===== config.mk =====
export PLATFORM = sky130hd
export DESIGN_NAME = router_pkt_fifo_flat
export DESIGN_NICKNAME = d
export VERILOG_FILES = /design/src/rtl/router_pkt_fifo_pkg.sv /design/src/rtl/router_pkt_fifo_if.sv /design/src/rtl/router_pkt_fifo_mem.sv /design/src/rtl/router_pkt_fifo.sv /design/src/flat_wrapper.sv
export SDC_FILE = /design/constraint.sdc
export NUM_CORES = 1
export LEC_CHECK = 0
export BUFFER_PORTS_ARGS = -buffer_cell sky130_fd_sc_hd__buf_2
export CAP_MARGIN = 10
export CORE_UTILIZATION = 37
export DETAILED_ROUTE_END_ITERATION = 7
export PLACE_DENSITY = 0.6
export SYNTH_ARGS = -nofsm -noshare
export SYNTH_HDL_FRONTEND = slang
export SYNTH_SLANG_ARGS = --single-unit

===== constraint.sdc =====
create_clock -name clock -period 4.7 [get_ports clock]
set_input_delay 0.235 -clock clock [delete_from_list [all_inputs] [get_ports clock]]
set_output_delay 0.235 -clock clock [all_outputs]
set_load 0.01 [all_outputs]

===== src/rtl/router_pkt_fifo_pkg.sv =====
// Shared router FIFO definitions: default sizes, header length field position,
// tagged-entry type and the header length extractor.
package router_pkg;

    localparam int ROUTER_DW         = 8;
    localparam int ROUTER_FIFO_DEPTH = 16;
    localparam int LEN_LSB           = 2;

    typedef struct packed {
        logic                 hdr;
        logic [ROUTER_DW-1:0] data;
    } fifo_entry_t;

    // Caller zero-extends the word; the result is the payload length field.
    function automatic logic [31:0] len_of(input logic [31:0] word);
        return word >> LEN_LSB;
    endfunction

endpackage


===== src/rtl/router_pkt_fifo_if.sv =====
// Write/read handshake and status bundle between the router core and one output-port FIFO.
// parity_err exists only when ROUTER_FIFO_PARITY_CHK_EN is defined.
interface router_pkt_fifo_if #(
    parameter int WIDTH = router_pkg::ROUTER_DW,
    parameter int CW    = $clog2(router_pkg::ROUTER_FIFO_DEPTH) + 1
);
    logic             write_enb;
    logic             lfd_state;
    logic [WIDTH-1:0] data_in;
    logic             read_enb;
    logic [WIDTH-1:0] data_out;
    logic             empty;
    logic             full;
    logic             almost_full;
    logic [CW-1:0]    count;
    logic             pkt_active;
`ifdef ROUTER_FIFO_PARITY_CHK_EN
    logic             parity_err;
`endif

    modport master (
        output write_enb, lfd_state, data_in, read_enb,
        input  data_out, empty, full, almost_full, count, pkt_active
`ifdef ROUTER_FIFO_PARITY_CHK_EN
        , input parity_err
`endif
    );

    modport slave (
        input  write_enb, lfd_state, data_in, read_enb,
        output data_out, empty, full, almost_full, count, pkt_active
`ifdef ROUTER_FIFO_PARITY_CHK_EN
        , output parity_err
`endif
    );

endinterface


===== src/rtl/router_pkt_fifo_mem.sv =====
// Simple dual-port tagged FIFO storage: synchronous write, registered data read,
// plus a combinational look-ahead of the entry at the read address.
module router_fifo_mem #(
    parameter int WIDTH = 8,
    parameter int DEPTH = 16,
    parameter int AW    = $clog2(DEPTH)
) (
    input  logic             clock,
    input  logic             reset,
    input  logic             we,
    input  logic [AW-1:0]    waddr,
    input  logic [WIDTH:0]   wdata,
    input  logic             re,
    input  logic             clr,
    input  logic [AW-1:0]    raddr,
    output logic [WIDTH:0]   head,
    output logic [WIDTH-1:0] rdata
);

    logic [WIDTH:0] mem [DEPTH];

    // Contents are intentionally never cleared; only pointers are reset.
    always_ff @(posedge clock) begin
        if (we) mem[waddr] <= wdata;
    end

    assign head = mem[raddr];

    always_ff @(posedge clock or posedge reset) begin
        if (reset)    rdata <= '0;
        else if (clr) rdata <= '0;
        else if (re)  rdata <= head[WIDTH-1:0];
    end

endmodule


===== src/rtl/router_pkt_fifo.sv =====
// Packet-aware output-port FIFO: occupancy flags, 1-cycle read, remaining-byte tracker.
// Optional parity check on packet tail when ROUTER_FIFO_PARITY_CHK_EN is defined.
module router_pkt_fifo
    import router_pkg::*;
#(
    parameter int WIDTH     = ROUTER_DW,
    parameter int DEPTH     = ROUTER_FIFO_DEPTH,
    parameter int AFULL_LVL = DEPTH - 2
) (
    input  logic            clock,
    input  logic            reset,
    input  logic            soft_reset,
    router_pkt_fifo_if.slave bus
);

    localparam int AW = $clog2(DEPTH);
    localparam int CW = AW + 1;
    localparam int RW = CW + WIDTH - 2;
    localparam logic [CW-1:0] DEPTH_C = CW'(DEPTH);
    localparam logic [CW-1:0] AFULL_C = CW'(AFULL_LVL);

    logic [AW-1:0]    wptr, rptr;
    logic [CW-1:0]    count_q, count_nxt;
    logic             empty_q, full_q, afull_q, pkt_q;
    logic [RW-1:0]    rem_q, rem_nxt;
    logic [WIDTH:0]   head;
    logic [WIDTH-1:0] rdata;
    logic             wr_acc, rd_acc, mem_clr;

    assign wr_acc  = bus.write_enb && !full_q  && !soft_reset;
    assign rd_acc  = bus.read_enb  && !empty_q && !soft_reset;
    // Drive a clean zero once the channel has nothing left to present.
    assign mem_clr = soft_reset || (!rd_acc && empty_q && (rem_q == '0));

    router_fifo_mem #(
        .WIDTH (WIDTH),
        .DEPTH (DEPTH),
        .AW    (AW)
    ) u_mem (
        .clock (clock),
        .reset (reset),
        .we    (wr_acc),
        .waddr (wptr),
        .wdata ({bus.lfd_state, bus.data_in}),
        .re    (rd_acc),
        .clr   (mem_clr),
        .raddr (rptr),
        .head  (head),
        .rdata (rdata)
    );

    always_comb begin
        count_nxt = count_q;
        if (wr_acc && !rd_acc)      count_nxt = count_q + CW'(1);
        else if (rd_acc && !wr_acc) count_nxt = count_q - CW'(1);
    end

    // Header reload counts payload plus the trailing parity byte.
    always_comb begin
        rem_nxt = rem_q;
        if (rd_acc) begin
            if (head[WIDTH])
                rem_nxt = RW'(len_of(32'(head[WIDTH-1:0])) + 32'd1);
            else if (rem_q != '0)
                rem_nxt = rem_q - RW'(1);
        end
    end

    always_ff @(posedge clock or posedge reset) begin
        if (reset) begin
            wptr    <= '0;
            rptr    <= '0;
            count_q <= '0;
            empty_q <= 1'b1;
            full_q  <= 1'b0;
            afull_q <= 1'b0;
            rem_q   <= '0;
            pkt_q   <= 1'b0;
        end else if (soft_reset) begin
            wptr    <= '0;
            rptr    <= '0;
            count_q <= '0;
            empty_q <= 1'b1;
            full_q  <= 1'b0;
            afull_q <= 1'b0;
            rem_q   <= '0;
            pkt_q   <= 1'b0;
        end else begin
            if (wr_acc) wptr <= wptr + AW'(1);
            if (rd_acc) rptr <= rptr + AW'(1);
            count_q <= count_nxt;
            empty_q <= (count_nxt == '0);
            full_q  <= (count_nxt == DEPTH_C);
            afull_q <= (count_nxt >= AFULL_C);
            rem_q   <= rem_nxt;
            pkt_q   <= (rem_nxt != '0);
        end
    end

    assign bus.data_out    = rdata;
    assign bus.empty       = empty_q;
    assign bus.full        = full_q;
    assign bus.almost_full = afull_q;
    assign bus.count       = count_q;
    assign bus.pkt_active  = pkt_q;

`ifdef ROUTER_FIFO_PARITY_CHK_EN
    logic [WIDTH-1:0] acc_q;
    logic             perr_q;

    // Accumulator covers header and payload; the last word read is the parity byte.
    always_ff @(posedge clock or posedge reset) begin
        if (reset) begin
            acc_q  <= '0;
            perr_q <= 1'b0;
        end else if (soft_reset) begin
            acc_q  <= '0;
            perr_q <= 1'b0;
        end else begin
            perr_q <= 1'b0;
            if (rd_acc) begin
                if (head[WIDTH])
                    acc_q <= head[WIDTH-1:0];
                else if (rem_q == RW'(1))
                    perr_q <= (head[WIDTH-1:0] != acc_q);
                else if (rem_q != '0)
                    acc_q <= acc_q ^ head[WIDTH-1:0];
            end
        end
    end

    assign bus.parity_err = perr_q;
`endif

endmodule


===== src/flat_wrapper.sv =====
// flat-port wrapper written by rule: the top's interface ports become plain ports
module router_pkt_fifo_flat import router_pkg::*;
#(
    parameter int WIDTH     = ROUTER_DW,
    parameter int DEPTH     = ROUTER_FIFO_DEPTH,
    parameter int AFULL_LVL = DEPTH - 2
)
  (clock, reset, soft_reset, bus_write_enb, bus_lfd_state, bus_data_in, bus_read_enb, bus_data_out, bus_empty, bus_full, bus_almost_full, bus_count, bus_pkt_active);
  router_pkt_fifo_if #(.WIDTH(WIDTH), .CW((5))) bus_i ();
  input  logic clock;
  input  logic reset;
  input  logic soft_reset;
  input wire logic [$bits(bus_i.write_enb)-1:0] bus_write_enb;
  input wire logic [$bits(bus_i.lfd_state)-1:0] bus_lfd_state;
  input wire logic [$bits(bus_i.data_in)-1:0] bus_data_in;
  input wire logic [$bits(bus_i.read_enb)-1:0] bus_read_enb;
  output wire logic [$bits(bus_i.data_out)-1:0] bus_data_out;
  output wire logic [$bits(bus_i.empty)-1:0] bus_empty;
  output wire logic [$bits(bus_i.full)-1:0] bus_full;
  output wire logic [$bits(bus_i.almost_full)-1:0] bus_almost_full;
  output wire logic [$bits(bus_i.count)-1:0] bus_count;
  output wire logic [$bits(bus_i.pkt_active)-1:0] bus_pkt_active;
  assign bus_i.write_enb = bus_write_enb;
  assign bus_i.lfd_state = bus_lfd_state;
  assign bus_i.data_in = bus_data_in;
  assign bus_i.read_enb = bus_read_enb;
  assign bus_data_out = bus_i.data_out;
  assign bus_empty = bus_i.empty;
  assign bus_full = bus_i.full;
  assign bus_almost_full = bus_i.almost_full;
  assign bus_count = bus_i.count;
  assign bus_pkt_active = bus_i.pkt_active;
  router_pkt_fifo #(.WIDTH(WIDTH), .DEPTH(DEPTH), .AFULL_LVL(AFULL_LVL)) u_core (.clock(clock), .reset(reset), .soft_reset(soft_reset), .bus(bus_i));
endmodule

==> run_results.csv <==
group,metric,value,unit
setup_path,path_cells,"buf_4 > mux4_2 > or2_4 > a31oi_2 > nor3_1 > nand3b_1 > nor4b_2 > a41oi_2",
floorplanning,floorplan.die.width,148,um
global_routing,grtUsageTotal,16.1,%
timing,worst_slew_pin_slew,1160,ps
timing,hold_ws,188,ps
run_status,status,"completed",
run,cap_violations,0,
place,post-dp-hpwl,10.9,mm
drt,via_per_inst,5.43,
timing,fin_worst_skew,11.6,ps
clock_network,cts_buffers,17,
synthesis,post_synth_instance_area,0.00785,mm2
hold_path,hold_path.class,"input pin to flip-flop",
setup_path,startpoint_type,"flip-flop",
timing,endpoints_failing_setup,0,
synthesis,synth-seq-cells,180,
timing,final.setup.worst_slack,1410,ps
cells_and_area,final_layout_size_suffix_gt1_share,23.4,%
pwr,cellPowerDensity,413,mW/mm2
global_routing,grt_antenna_before_repair,0,
synthesis,ys.flop_type,"sky130_fd_sc_hd__edfxtp_1",
synthesis,synth_cell_types,62,
synthesis,synth_async_reset_ratio,20.0,%
floorplanning,start_util,38.3,%
cells_and_area,nets,540,
floorplanning,fp-row-count,52,
clock_network,htree_levels,4,
timing,timing.slew.headroom,22.0,%
synthesis,syn-mean-instance-area,16.2,um2
synthesis,postSynthNetCount,507,
floorplanning,die_height,148,um
place,post-place-ws,1380,ps
place,place_congestion,0.865,
timing,post-route-min-period,3290,ps
synthesis,yosysSeqAreaShare,66.6,%
timing,finalHoldViolCount,0,
cells_and_area,final.fill_count,1798,
synthesis,yosys_warnings,0,
setup_path,end_kind,"flip-flop",
setup_path,crit_path_top_delay_cell,"sky130_fd_sc_hd__dfrtp_2",
cells_and_area,antennaDiodeCount,0,
floorplanning,floorplan.io_pins,31,
global_routing,grt_pass1_vias,4455,
drt,first_iter_violations,355,
place,port-buffer-count,30,
setup_path,arrival,3560,ps
drt,route.detailed.drc,0,
synthesis,synth_enable_flop_cells,144,
setup_path,crit_path_max_incr_delay,850,ps
drt,detail_routed_net_length_per_standard_cell,20.4,um
floorplanning,core_footprint,0.0205,mm2
clock_network,cts.clk_slew.worst_paths,70,ps
clock_network,tritoncts,"yes",
clock_network,cts_root_buffer,"sky130_fd_sc_hd__clkbuf_16",
timing,setup_total_negative_slack,0,ps
global_routing,grt_start_max_net_pins,37,
drt,antenna_left,0,
clock_network,cts_sinks,180,
synthesis,synthesis.instances,484,
drt,vias,4343,
global_routing,global_route_wire_length_before_repair,26.0,mm
pwr,leakage,3.07,nW
setup_path,timing.critical_path.fanout_max,22,
pwr,peakVddDrop,261,uV
clock_network,ctsLongestPathBuffers,2,
setup_path,critPathRequiredTime,4970,ps
timing,grt_setup_unrepaired,"false",
clock_network,clock_insertion_delay_worst_skew,430,ps
setup_path,timing_worst_setup_path_type,"flip-flop to flip-flop",
drt,drt_first_pass_iters,5,
clock_network,post-cts-setup-buffers,0,
floorplanning,die_area,0.0218,mm2
timing,final_max_slew_viol_count,0,
global_routing,grt_remaining_overflow,0,
cells_and_area,layout-area-overhead-vs-synth,13.4,%
timing,maxClockFrequency,0.304,GHz
timing,post-route-period-util,70.0,%
drt,drt-total-wl,16.3,mm
## worst paths after layout
| path | from | slack, ps | cells after the start | endpoint |
|---|---|---|---|---|
| hold / removal | bus_data_in[7] | 190 | 1 | u_core.u_mem.mem[13][7] |
| min in group asynchronous | reset | 470 | 4 | u_core.bus.almost_full |
| hold reg to reg | u_core.u_mem.rdata[1] | 510 | 1 | u_core.u_mem.rdata[1] |
| max in group asynchronous | reset | 3860 | 4 | u_core.rptr[0] |
| setup / recovery | u_core.rptr[0] | 1410 | 8 | u_core.bus.pkt_active |
| setup reg to reg | u_core.rptr[0] | 1410 | 8 | u_core.bus.pkt_active |
## synth_stat cells (all sizes together) (2+ instances only)
master  number  area share [%]
edfxtp     144              55
mux4        38              11
dfrtp       35              11
nand2       27             1.3
nor2        27             1.3
and2        19             1.5
nand3       15             1.1
buf         14             1.1
a21oi       11            0.70
o21ai       11            0.70
clkbuf      10            0.48
inv         10            0.48
mux2i       10             1.3
nor3        10            0.64
ha           9             1.4
a22o         8            0.89
nor2b        8            0.64
xnor2        8            0.89
nand2b       6            0.48
nor4         6            0.67
or3          6            0.48
xor2         6            0.67
a22oi        5            0.61
nand3b       3            0.29
nand4        3            0.24
or2          3            0.27
a211oi       2            0.19
and3         2            0.16
nor4b        2            0.30
o221ai       2            0.30
o22ai        2            0.16
o31ai        2            0.19
or4          2            0.24
## flip-flops by register name (all words and copies together) (netlist names)
signal / flops
u_core.bus.almost_full: 1
u_core.bus.count: 5
u_core.bus.empty: 1
u_core.bus.full: 1
u_core.bus.pkt_active: 1
u_core.rem_q: 11
u_core.rptr: 4
u_core.u_mem.mem: 144
u_core.u_mem.rdata: 8
u_core.wptr: 4
## where the power goes
group	switching, mW	internal (mW)	leakage [nW]
Combinational	0.237	0.177	0.978
Clock	0.608	0.843	0.304
Sequential	0.0477	1.76	1.79
Total	0.893	2.78	3.07
## area by class of cell
type,count,area [um2],area share (%)
clock buffer,23,512,5.75
clock inverter,9,105,1.18
inverter,10,37.5,0.422
multi-input combinational,270,2460,27.7
sequential,180,5230,58.8
tap,270,338,3.80
timing repair buffer,38,213,2.39
## what timing repair did
item | CTS | global route
hold buffers | 1 | 0
gates resized for setup | 0 | 0
hold endpoints to repair | 35 | 0
setup endpoints to repair | 0 | 0
## stage by stage
step	power [mW]	cells	utilization (%)	area [um2]
finish	3.67	800	43.4	8890
global route	3.80	800	43.4	8890
CTS	3.70	800	43.4	8890
detailed placement	2.26	767	40.3	8270
global placement	2.24	767	40.3	8270
floorplan	2.13	484	-	7850
## routing by layer
layer  vias to the layer above  routed length (um)  global-route usage, %  part of all wire, %
met5                         -                   0                      0                    0
met1                      2217                7400                   22.7                   45
li1                       1955                   -                      -                    -
met2                       145                7840                   25.3                   48
met3                        26                 780                   2.69                  4.8
met4                         0                 312                   6.03                  1.9
## cells by family (layout without fill, tap and decap cells)
group                    count (synthesis)  after routing  synth area share (%)
AO/OA/AOI/OAI                           56             56                  5.96
XOR/XNOR                                14             14                  1.56
adder cells (fa/ha/maj)                  9              9                  1.44
buffers and inverters                   34             80                  2.07
flip-flops                             180            180                  66.6
multiplexers                            48             48                  12.2
AND/OR/NAND/NOR                        143            143                  10.2
## layout by cell type, fill, tap and decap left out, drive strengths merged, types with 10 or more instances in the layout
master	instances
mux2i	10
nor3	10
edfxtp	144
inv	16
nand3	15
nand2	27
and2	19
buf	37
a21oi	11
nor2	27
dfrtp	35
o21ai	11
clkbuf	23
mux4	38
## critical path, delay by kind of cell, from the launching register on
kind	cells	cell delay (ps)
buffers and inverters	1	380
and+or+nand+nor	4	840
DFF	1	850
AOI/OAI and AO/OA	2	510
muxes	1	520
Note: power is estimated with default switching activity, not from simulation.
